### config.mk
export PLATFORM = sky130hd
export DESIGN_NAME = minsoc_clock_monitor
export DESIGN_NICKNAME = d
export VERILOG_FILES = /design/src/rtl/minsoc_clock_monitor.sv
export SDC_FILE = /design/constraint.sdc
export NUM_CORES = 1
export LEC_CHECK = 0
export CAP_MARGIN = 30
export CORE_ASPECT_RATIO = 0.5
export CORE_MARGIN = 5
export CORE_UTILIZATION = 52
export DETAILED_ROUTE_END_ITERATION = 6
export PLACE_DENSITY = 0.76
export SETUP_SLACK_MARGIN = 0.02
export SLEW_MARGIN = 15
export SYNTH_ARGS = -nofsm -noshare
export SYNTH_HDL_FRONTEND = slang
export SYNTH_SLANG_ARGS = --single-unit
### constraint.sdc
create_clock -name clk_i -period 3.9 [get_ports clk_i]
set_input_delay 0.78 -clock clk_i [delete_from_list [all_inputs] [get_ports clk_i]]
set_output_delay 0.78 -clock clk_i [all_outputs]
set_load 0.01 [all_outputs]
### src/rtl/minsoc_clock_monitor.sv
// ---------------------------------------------------------------------------
// minsoc_clock_monitor
//
// Watches the divided system clock from the SoC clock manager. The divided
// clock is treated as plain data: it passes through a 2-flop synchronizer on
// the undivided reference clock, and its rising edges are timestamped with a
// saturating cycle counter. Each measured period is compared with DIVISOR
// (+/- TOLERANCE). LOCK_COUNT consecutive good periods give lock. A bad
// period or a stall while locked raises a sticky fault that only clear_i
// removes.
//
// Ports:
//   clk_i         reference clock, all logic on its rising edge
//   rst_n_i       synchronous reset, active-low
//   clk_div_i     divided clock under test (asynchronous, data only)
//   clear_i       one-cycle pulse: clear fault, restart acquisition
//   edge_o        one-cycle pulse per detected rising edge of clk_div_i
//   period_o      last measured period in clk_i cycles (saturating)
//   locked_o      high while in LOCKED
//   fault_o       sticky fault flag
//   fault_code_o  00 none, 01 bad period, 10 stall
// ---------------------------------------------------------------------------
module minsoc_clock_monitor #(
    parameter int unsigned DIVISOR    = 4,
    parameter int unsigned TOLERANCE  = 1,
    parameter int unsigned LOCK_COUNT = 8,
    parameter int unsigned TIMEOUT    = 16
) (
    input  logic        clk_i,
    input  logic        rst_n_i,
    input  logic        clk_div_i,
    input  logic        clear_i,
    output logic        edge_o,
    output logic [15:0] period_o,
    output logic        locked_o,
    output logic        fault_o,
    output logic [1:0]  fault_code_o
);

    typedef enum logic [1:0] {
        ACQUIRE = 2'd0,
        LOCKED  = 2'd1,
        FAULT   = 2'd2
    } state_e;

    localparam logic [16:0] DivisorWide   = 17'(DIVISOR);
    localparam logic [16:0] ToleranceWide = 17'(TOLERANCE);
    localparam logic [15:0] StallCount    = 16'(TIMEOUT - 1);
    localparam logic [7:0]  LockTarget    = 8'(LOCK_COUNT);
    localparam logic [1:0]  CodeNone      = 2'b00;
    localparam logic [1:0]  CodeBadPeriod = 2'b01;
    localparam logic [1:0]  CodeStall     = 2'b10;

    logic        sync1_q, sync2_q, prev_q;
    logic        edge_q;
    logic [15:0] cnt_q, cnt_d;
    logic [15:0] period_q, period_d;
    logic        haveEdge_q, haveEdge_d;
    logic [7:0]  goodCnt_q, goodCnt_d;
    logic [1:0]  faultCode_q, faultCode_d;
    state_e      state_q, state_d;

    logic        edgeDet;
    logic        measEdge;
    logic        stall;
    logic        goodPeriod;
    logic [15:0] meas;
    logic [16:0] measWide;
    logic [16:0] absDelta;

    // Rising edge of the synchronized divided clock, and the period it closes.
    // The counter was zeroed in the cycle after the previous edge, so the
    // period is the count plus one (held at all-ones once saturated).
    // The deviation is taken in 17 bits so that a saturated measurement
    // cannot wrap around into the good window.
    always_comb begin
        edgeDet    = sync2_q & ~prev_q;
        measEdge   = edgeDet & haveEdge_q;
        meas       = (cnt_q == 16'hFFFF) ? 16'hFFFF : cnt_q + 16'd1;
        measWide   = {1'b0, meas};
        absDelta   = (measWide >= DivisorWide) ? (measWide - DivisorWide)
                                               : (DivisorWide - measWide);
        goodPeriod = (absDelta <= ToleranceWide);
        stall      = (cnt_q == StallCount) && !edgeDet;
    end

    // Free-running saturating cycle counter, restarted by every edge. Because
    // it keeps counting past the stall threshold, a stall fires only once in
    // any single gap.
    always_comb begin
        cnt_d = cnt_q;
        if (edgeDet) begin
            cnt_d = 16'd0;
        end else if (cnt_q != 16'hFFFF) begin
            cnt_d = cnt_q + 16'd1;
        end
    end

    // Next-state logic for acquisition, lock and fault. clear_i overrides any
    // coincident edge or stall; an edge that arrives with the clear only arms
    // the measurement (it becomes the new first edge). Faults are recorded
    // only from LOCKED; during acquisition, bad periods and stalls simply
    // restart the good-period count.
    always_comb begin
        state_d     = state_q;
        goodCnt_d   = goodCnt_q;
        haveEdge_d  = haveEdge_q;
        faultCode_d = faultCode_q;
        period_d    = period_q;

        if (clear_i) begin
            state_d     = ACQUIRE;
            goodCnt_d   = 8'd0;
            faultCode_d = CodeNone;
            haveEdge_d  = edgeDet;
        end else begin
            if (edgeDet) begin
                haveEdge_d = 1'b1;
            end else if (stall) begin
                haveEdge_d = 1'b0;
            end

            if (measEdge) begin
                period_d = meas;
            end

            case (state_q)
                ACQUIRE: begin
                    if (measEdge && goodPeriod) begin
                        if (goodCnt_q + 8'd1 >= LockTarget) begin
                            state_d   = LOCKED;
                            goodCnt_d = LockTarget;
                        end else begin
                            goodCnt_d = goodCnt_q + 8'd1;
                        end
                    end else if ((measEdge && !goodPeriod) || stall) begin
                        goodCnt_d = 8'd0;
                    end
                end
                LOCKED: begin
                    if (measEdge && !goodPeriod) begin
                        state_d     = FAULT;
                        faultCode_d = CodeBadPeriod;
                    end else if (stall) begin
                        state_d     = FAULT;
                        faultCode_d = CodeStall;
                    end
                end
                FAULT: begin
                    state_d = FAULT;
                end
                default: begin
                    state_d = ACQUIRE;
                end
            endcase
        end
    end

    // State register. Reset wins over clear_i and any edge, and throws away
    // a partially counted period along with the synchronizer history.
    always_ff @(posedge clk_i) begin
        if (!rst_n_i) begin
            sync1_q     <= 1'b0;
            sync2_q     <= 1'b0;
            prev_q      <= 1'b0;
            edge_q      <= 1'b0;
            cnt_q       <= 16'd0;
            period_q    <= 16'd0;
            haveEdge_q  <= 1'b0;
            goodCnt_q   <= 8'd0;
            faultCode_q <= CodeNone;
            state_q     <= ACQUIRE;
        end else begin
            sync1_q     <= clk_div_i;
            sync2_q     <= sync1_q;
            prev_q      <= sync2_q;
            edge_q      <= edgeDet;
            cnt_q       <= cnt_d;
            period_q    <= period_d;
            haveEdge_q  <= haveEdge_d;
            goodCnt_q   <= goodCnt_d;
            faultCode_q <= faultCode_d;
            state_q     <= state_d;
        end
    end

    // Status outputs come straight from registered state.
    always_comb begin
        edge_o       = edge_q;
        period_o     = period_q;
        locked_o     = (state_q == LOCKED);
        fault_o      = (state_q == FAULT);
        fault_code_o = faultCode_q;
    end

endmodule

==> results of run 1 <==
timing repair:
item,in CTS,in global routing
pin swaps,0,4
buffers inserted,0,1
gates resized for setup,1,7
hold endpoints to repair,0,0
setup endpoints to repair,2,7
cloned,0,0
critical path: stages (launching register included):
cell      delay, ps
dfxtp_1         340
ha_1            220
nand3_4         150
nor4_4          310
nand2_2         130
and2_1          220
inv_1            90
ha_1            190
nand3_1          80
o31a_1          310
a311oi_2        300
xor2_1          170
o311a_1         200
and4_4          260
nand3_2         100
or3b_1          360
a31oi_1         160
per-stage QoR:
stage / hold WS [ps] / area [um^2]
4_1_cts: 448.0 / 3588
5_1_grt: 475.8 / 3613
3_5_place_dp: 422.3 / 3392
3_3_place_gp: 419.0 / 3392
2_1_floorplan: 411.9 / 3004
6_report: 446.3 / 3613
synthesized netlist by cell type (all sizes together) (7+ instances only):
cell type   n  area [um^2]
o211a       9        90.09
dfxtp      49        980.9
a21oi      16        80.08
o21ai      15        78.82
clkbuf     10        38.78
nand3      15        115.1
and2       15        93.84
nand4      12        90.09
nor4       12        108.9
inv         7        26.28
xnor2       7        61.31
and3        9        56.30
nand2      40        152.6
ha         10        125.1
nor2       31        135.1
nor3       11        60.06
buf         9        62.55
cells in the final DEF, fill, tap and decap left out, types with 3 or more instances in the layout:
cell	synthesis	layout
a21boi_0	3	3
a21oi_1	16	15
a31oi_1	6	6
and2_1	15	15
and3_1	9	9
and4_1	6	5
buf_4	2	22
clkbuf_16	0	5
clkdlybuf4s50_1	0	24
dfxtp_1	49	49
ha_1	10	10
inv_1	7	7
mux2i_1	4	4
nand2_1	39	38
nand2b_1	5	5
nand3_1	10	10
nand3_2	3	3
nand3b_1	3	3
nand4_1	11	11
nor2_1	29	28
nor2b_1	6	6
nor3_1	10	10
nor4_1	8	8
nor4_2	3	3
o211a_1	9	9
o21ai_0	11	10
o21ai_1	3	4
o311a_1	3	3
or3_1	5	5
or4_1	4	3
xnor2_1	7	7
xor2_1	4	4
power groups by stage:
stage,clock network (mW),registers (mW),logic [mW]
after floorplan,0,0.521,0.0853
after global placement,0,0.519,0.113
after detailed placement,0,0.519,0.117
after CTS,0.573,0.508,0.120
after global routing,0.601,0.508,0.142
final,0.566,0.508,0.129
sequential cells by signal, summed over array words and instances (netlist names):
register      count
period_o         16
sync1_q           1
state_q           2
sync2_q           1
goodCnt_q         8
edge_o            1
prev_q            1
haveEdge_q        1
fault_code_o      2
cnt_q            16
final timing paths:
check	cells past startpoint	endpoint
worst max-delay path	16	goodCnt_q[2]$_SDFFE_PP0P_
worst min-delay path	1	sync2_q$_SDFF_PN0_
worst max register to register	16	goodCnt_q[2]$_SDFFE_PP0P_
worst min register to register	1	sync2_q$_SDFF_PN0_
cell families (layout without fill, tap and decap cells):
kind of cell | count (synthesis) | count (layout) | share of synthesized area [%]
compound gates | 70 | 70 | 17.33
mux | 7 | 7 | 2.582
simple gates | 181 | 181 | 35.82
buf+inv | 26 | 61 | 4.248
fa+ha+maj | 10 | 10 | 4.165
xor+xnor | 11 | 11 | 3.207
flops | 49 | 49 | 32.65
layer usage:
metal	up-vias	track usage [%]	share of wire, %
li1	1367	-	-
met1	1350	29.46	48
met2	94	35.42	45
met3	15	4.934	5.9
met4	0	5.579	1.2
met5	-	0	0
final cells by class:
cell class | instances | area share, %
clock buffer | 5 | 3.463
clock inverter | 3 | 1.904
inverter | 7 | 0.7271
multi-input combinational | 279 | 53.01
sequential | 49 | 27.15
tap | 73 | 2.528
timing repair buffer | 46 | 11.22
==> qor.txt, run 1 <==
GRT overflow - 0
Worst slew pin tran - 680.6 ps
Area occupied by multi-input gates - 1916 um^2
Worst Skew - 4.918 ps
Fin util - 65.24%
DP Worst Slack - 32.40 ps
Register area - 980.9 um^2
Iter 0 DRT Violations - 265
CP Launch Point - cnt_q[1]$_SDFFE_PP0N_
Yosys Warn Count - 0
Critical Path Fanout Max - 8
Largest net degree at the start of global routing - 24
Post-Layout Cell Count - 462
Reg2reg setup slack - 240 ps
First-pass GRT wire length - 13.58 mm
CP Launch Type - register
TritonCTS Buffers - 5
Syn-to-layout area delta - 20.28%
PD cells - 332.9 nW/um^2
Fin. Hold Viols - 0
Clk pwr share - 47.0%
Synth cell types - 65
FILL cells - 453
Post-route antenna net violation count - 0
Post-synthesis sequential area ratio - 32.65%
Mean Syn Cell Area - 8.486 um^2
Initial antenna violation count - 0
Status - complete, no violations
Worst EP required - 4120 ps
Synth Register Bits - 49
Fmax - 0.2734 GHz
IO buf count - 24
Switching share of total power - 22.73%
Total power - 1.203 mW
Peak supply drop - 0.2409 mV
Core Area - 5539 um^2
# clock sinks - 49
Relative slew slack - 54.62%
Synth Flop Type - dfxtp_1
Comb pwr share - 10.8%
Final min period - 3657 ps
Fraction of layout cells with a size suffix above 1 - 15.42%
GPL Wtd Cong - 0.9791
Placed Instances - 453
Final worst-path cycle share - 93.77%
Post-synth EDFFs - 0
CTS root buf - clkbuf_16
WL final - 8.034 mm
# setup viols final - 0
Leakage power - 1.456 nW
Reg clk slew, reported paths - 70 ps
Clock Latency Late Sink - 290 ps
Cell Area, Synth - 3004 um^2
Synth Net Count - 368
Clk buf depth - 2
Int Pwr - 929.6 uW
Starting density of the core - 54.24%
Vias per inst - 6.117
Die Span X - 117.5 um
Final net count - 402
Gr usage total - 21.72%
Slew Limit Fails - 0
Flop pwr share - 42.2%
Num ports - 25
Worst r2r src - cnt_q[1]$_SDFFE_PP0N_
TritonCTS clock tree - yes
WL per Instance - 17.39 um
Async SR Flop Fraction - 0%
CTS H-tree lvls - 2
Cells after Synth - 354
Worst Setup End Kind - register
Initial DRT Pass Iterations - 6
Drt drc - 0
ANT cells - 0
Setup TNS - 0 ps
Die footprint - 7489 um^2
Critical path type - reg -> reg
Vias in the first global route - 2714
Setup slack after layout - 242.9 ps
Switching pwr - 273.5 uW
Worst EP arrival - 3880 ps
# rows - 19
DP Wirelength - 6.044 mm
Die height - 63.75 um
Max cap viols - 0
Hold Startpoint - sync1_q$_SDFF_PN0_
Routed vias - 2826
Hold WC Path Type - reg -> reg
Hold Buf Count CTS - 0
Note: power is estimated with default switching activity, not from simulation.
==> run 2: changes to the inputs <==
CELL_PAD_IN_SITES_DETAIL_PLACEMENT = 1   (was not set)
CELL_PAD_IN_SITES_GLOBAL_PLACEMENT = 1   (was not set)
CORE_MARGIN = 2   (was 5)
CORE_UTILIZATION = 40   (was 52)
PLACE_DENSITY = not set   (was 0.76)
PLACE_DENSITY_LB_ADDON = 0.1   (was not set)
==> run 2 against run 1 <==
Global-route usage is 2.0 points higher. First-iteration DRC count is 40% lower. Critical path depth is 3 lower. Critical path type unchanged. Largest power group is now sequential cells.
==> qor.txt, run 2 (synthesis gave the netlist of run 1 again) <==
Status - complete, no violations
Hold EP - sync2_q$_SDFF_PN0_
Final net count - 408
Fin. Hold Viols - 0
Post-Layout Cell Count - 491
# setup viols final - 0
Placed Instances - 478
Initial antenna violation count - 0
Slew Limit Fails - 0
Worst Skew - 9.275 ps
Reg clk slew, reported paths - 70 ps
Post-route antenna net violation count - 0
Relative slew slack - 43.28%
GPL Wtd Cong - 0.9054
CTS H-tree lvls - 2
First-pass GRT wire length - 15.28 mm
Reg2Reg Depth - 13
Die height - 65.28 um
Initial DRT Pass Iterations - 4
Flop pwr share - 46.8%
Critical Path Fanout Max - 7
Final worst-path cycle share - 95.02%
Int Pwr - 801.1 uW
Starting density of the core - 41.18%
Clk buf depth - 2
Hold Buf Count CTS - 0
Comb pwr share - 12.8%
Gr usage total - 23.69%
Die footprint - 8262 um^2
Fin util - 50.27%
Fraction of layout cells with a size suffix above 1 - 18.23%
Worst r2r src - cnt_q[0]$_SDFFE_PP0N_
Peak supply drop - 0.1869 mV
Die Span X - 126.6 um
Syn-to-layout area delta - 22.07%
ANT cells - 0
Worst Setup End Kind - register
TritonCTS clock tree - yes
IO buf count - 24
Hold depth - 1
Commonest cells after routing, fill and taps aside - dfxtp_1 (44), nand2_1 (38), nor2_1 (28), buf_4 (28), clkdlybuf4s50_1 (24)
TritonCTS Buffers - 5
Routed vias - 2858
PD cells - 296.0 nW/um^2
Fmax - 0.2698 GHz
Hold WC Path Type - reg -> reg
Critical R2R Capture - fault_code_o[1]$_SDFFE_PP0P_
Setup slack after layout - 194.0 ps
Final min period - 3706 ps
# rows - 22
Max cap viols - 0
WL final - 9.441 mm
Total power - 1.086 mW
Core Area - 7295 um^2
Worst slew pin tran - 850.8 ps
Most common cell after layout, fill and taps aside - dfxtp_1
Switching pwr - 284.5 uW
Iter 0 DRT Violations - 160
Clock Latency Late Sink - 290 ps
WL per Instance - 19.23 um
Drt drc - 0
Worst EP arrival - 3870 ps
Vias in the first global route - 2896
Critical path type - reg -> reg
Largest net degree at the start of global routing - 23
Clk pwr share - 40.5%
Vias per inst - 5.821
Leakage power - 1.453 nW
Switching share of total power - 26.21%
DP Worst Slack - 34.03 ps
Num ports - 25
Hold Startpoint - sync1_q$_SDFF_PN0_
Hold Slack - 433.9 ps
CP Launch Type - register
# clock sinks - 49
CTS root buf - clkbuf_16
GRT overflow - 0
DP Wirelength - 7.145 mm
Worst EP required - 4070 ps
Reg2reg setup slack - 190 ps
## run 2: cell count changes in the layout (fill, tap and decap cells not counted), sizes merged
cell / before / now
buf: 22 / 28
bufinv: 2 / 0
clkinvlp: 0 / 2
clkbuf: 5 / 6
inv: 8 / 7
## run 2: layer usage
metal / vias to the layer above / track usage (%) / wire length, um
li1: 1373 / - / -
met1: 1436 / 30.72 / 4353
met2: 37 / 41.11 / 4508
met3: 12 / 5.700 / 477
met4: 0 / 3.846 / 102
met5: - / 0 / 0
## run 2: power groups by stage
stage,combinational [mW],sequential [mW],clock (mW)
finish,0.138,0.508,0.439
global route,0.150,0.508,0.473
CTS,0.131,0.508,0.447
detailed placement,0.130,0.519,0
global placement,0.125,0.519,0
floorplan,0.0853,0.521,0
## run 2: repair_timing
action,4_1_cts,5_1_grt
buffers inserted,0,5
cloned,0,0
setup endpoints to repair,1,8
gates resized for setup,1,15
pin swaps,0,6
## run 2: final cells by class
class                      instances  area (um^2)
clock buffer                       6        128.9
clock inverter                     2        15.01
timing repair buffer              52        450.4
fill                             871         3627
inverter                           7        26.28
multi-input combinational        279         1939
sequential                        49        987.2
tap                               96        120.1
## run 2: worst max path at each step
stage,slack [ps],end,start,cells after the start
4_1_cts,30,state_q[0]$_SDFFE_PP0P_,cnt_q[0]$_SDFFE_PP0N_,17
3_3_place_gp,220,goodCnt_q[2]$_SDFFE_PP0P_,cnt_q[0]$_SDFFE_PP0N_,15
2_1_floorplan,70,goodCnt_q[2]$_SDFFE_PP0P_,cnt_q[0]$_SDFFE_PP0N_,20
3_5_place_dp,30,goodCnt_q[2]$_SDFFE_PP0P_,cnt_q[0]$_SDFFE_PP0N_,15
6_report,190,fault_code_o[1]$_SDFFE_PP0P_,cnt_q[0]$_SDFFE_PP0N_,13
5_1_grt,-10,goodCnt_q[2]$_SDFFE_PP0P_,cnt_q[0]$_SDFFE_PP0N_,16
## run 2: through the flow
step                      cell area [um^2]  TNS [ps]
after global placement                3436         0
after CTS                             3582         0
final                                 3667         0
after floorplan                       3004         0
after global routing                  3667    -12.30
after detailed placement              3436         0
## run 2: critical path: stages, from the launching register on
cell and delay (ps):
dfxtp_1 370, ha_1 230, nand3_4 120, buf_4 180, nor4_2 340, mux2_4 410
or3_1 460, o311a_1 380, a311o_1 310, and4_1 230, buf_4 160, nand2_1 110
nand3_1 120, nor3b_1 160
==> run 3: changes to the inputs <==
SKIP_LAST_GASP = 1   (was not set)
==> results of run 3 <==
Final layout, timing and power as in run 2 (identical DEF).
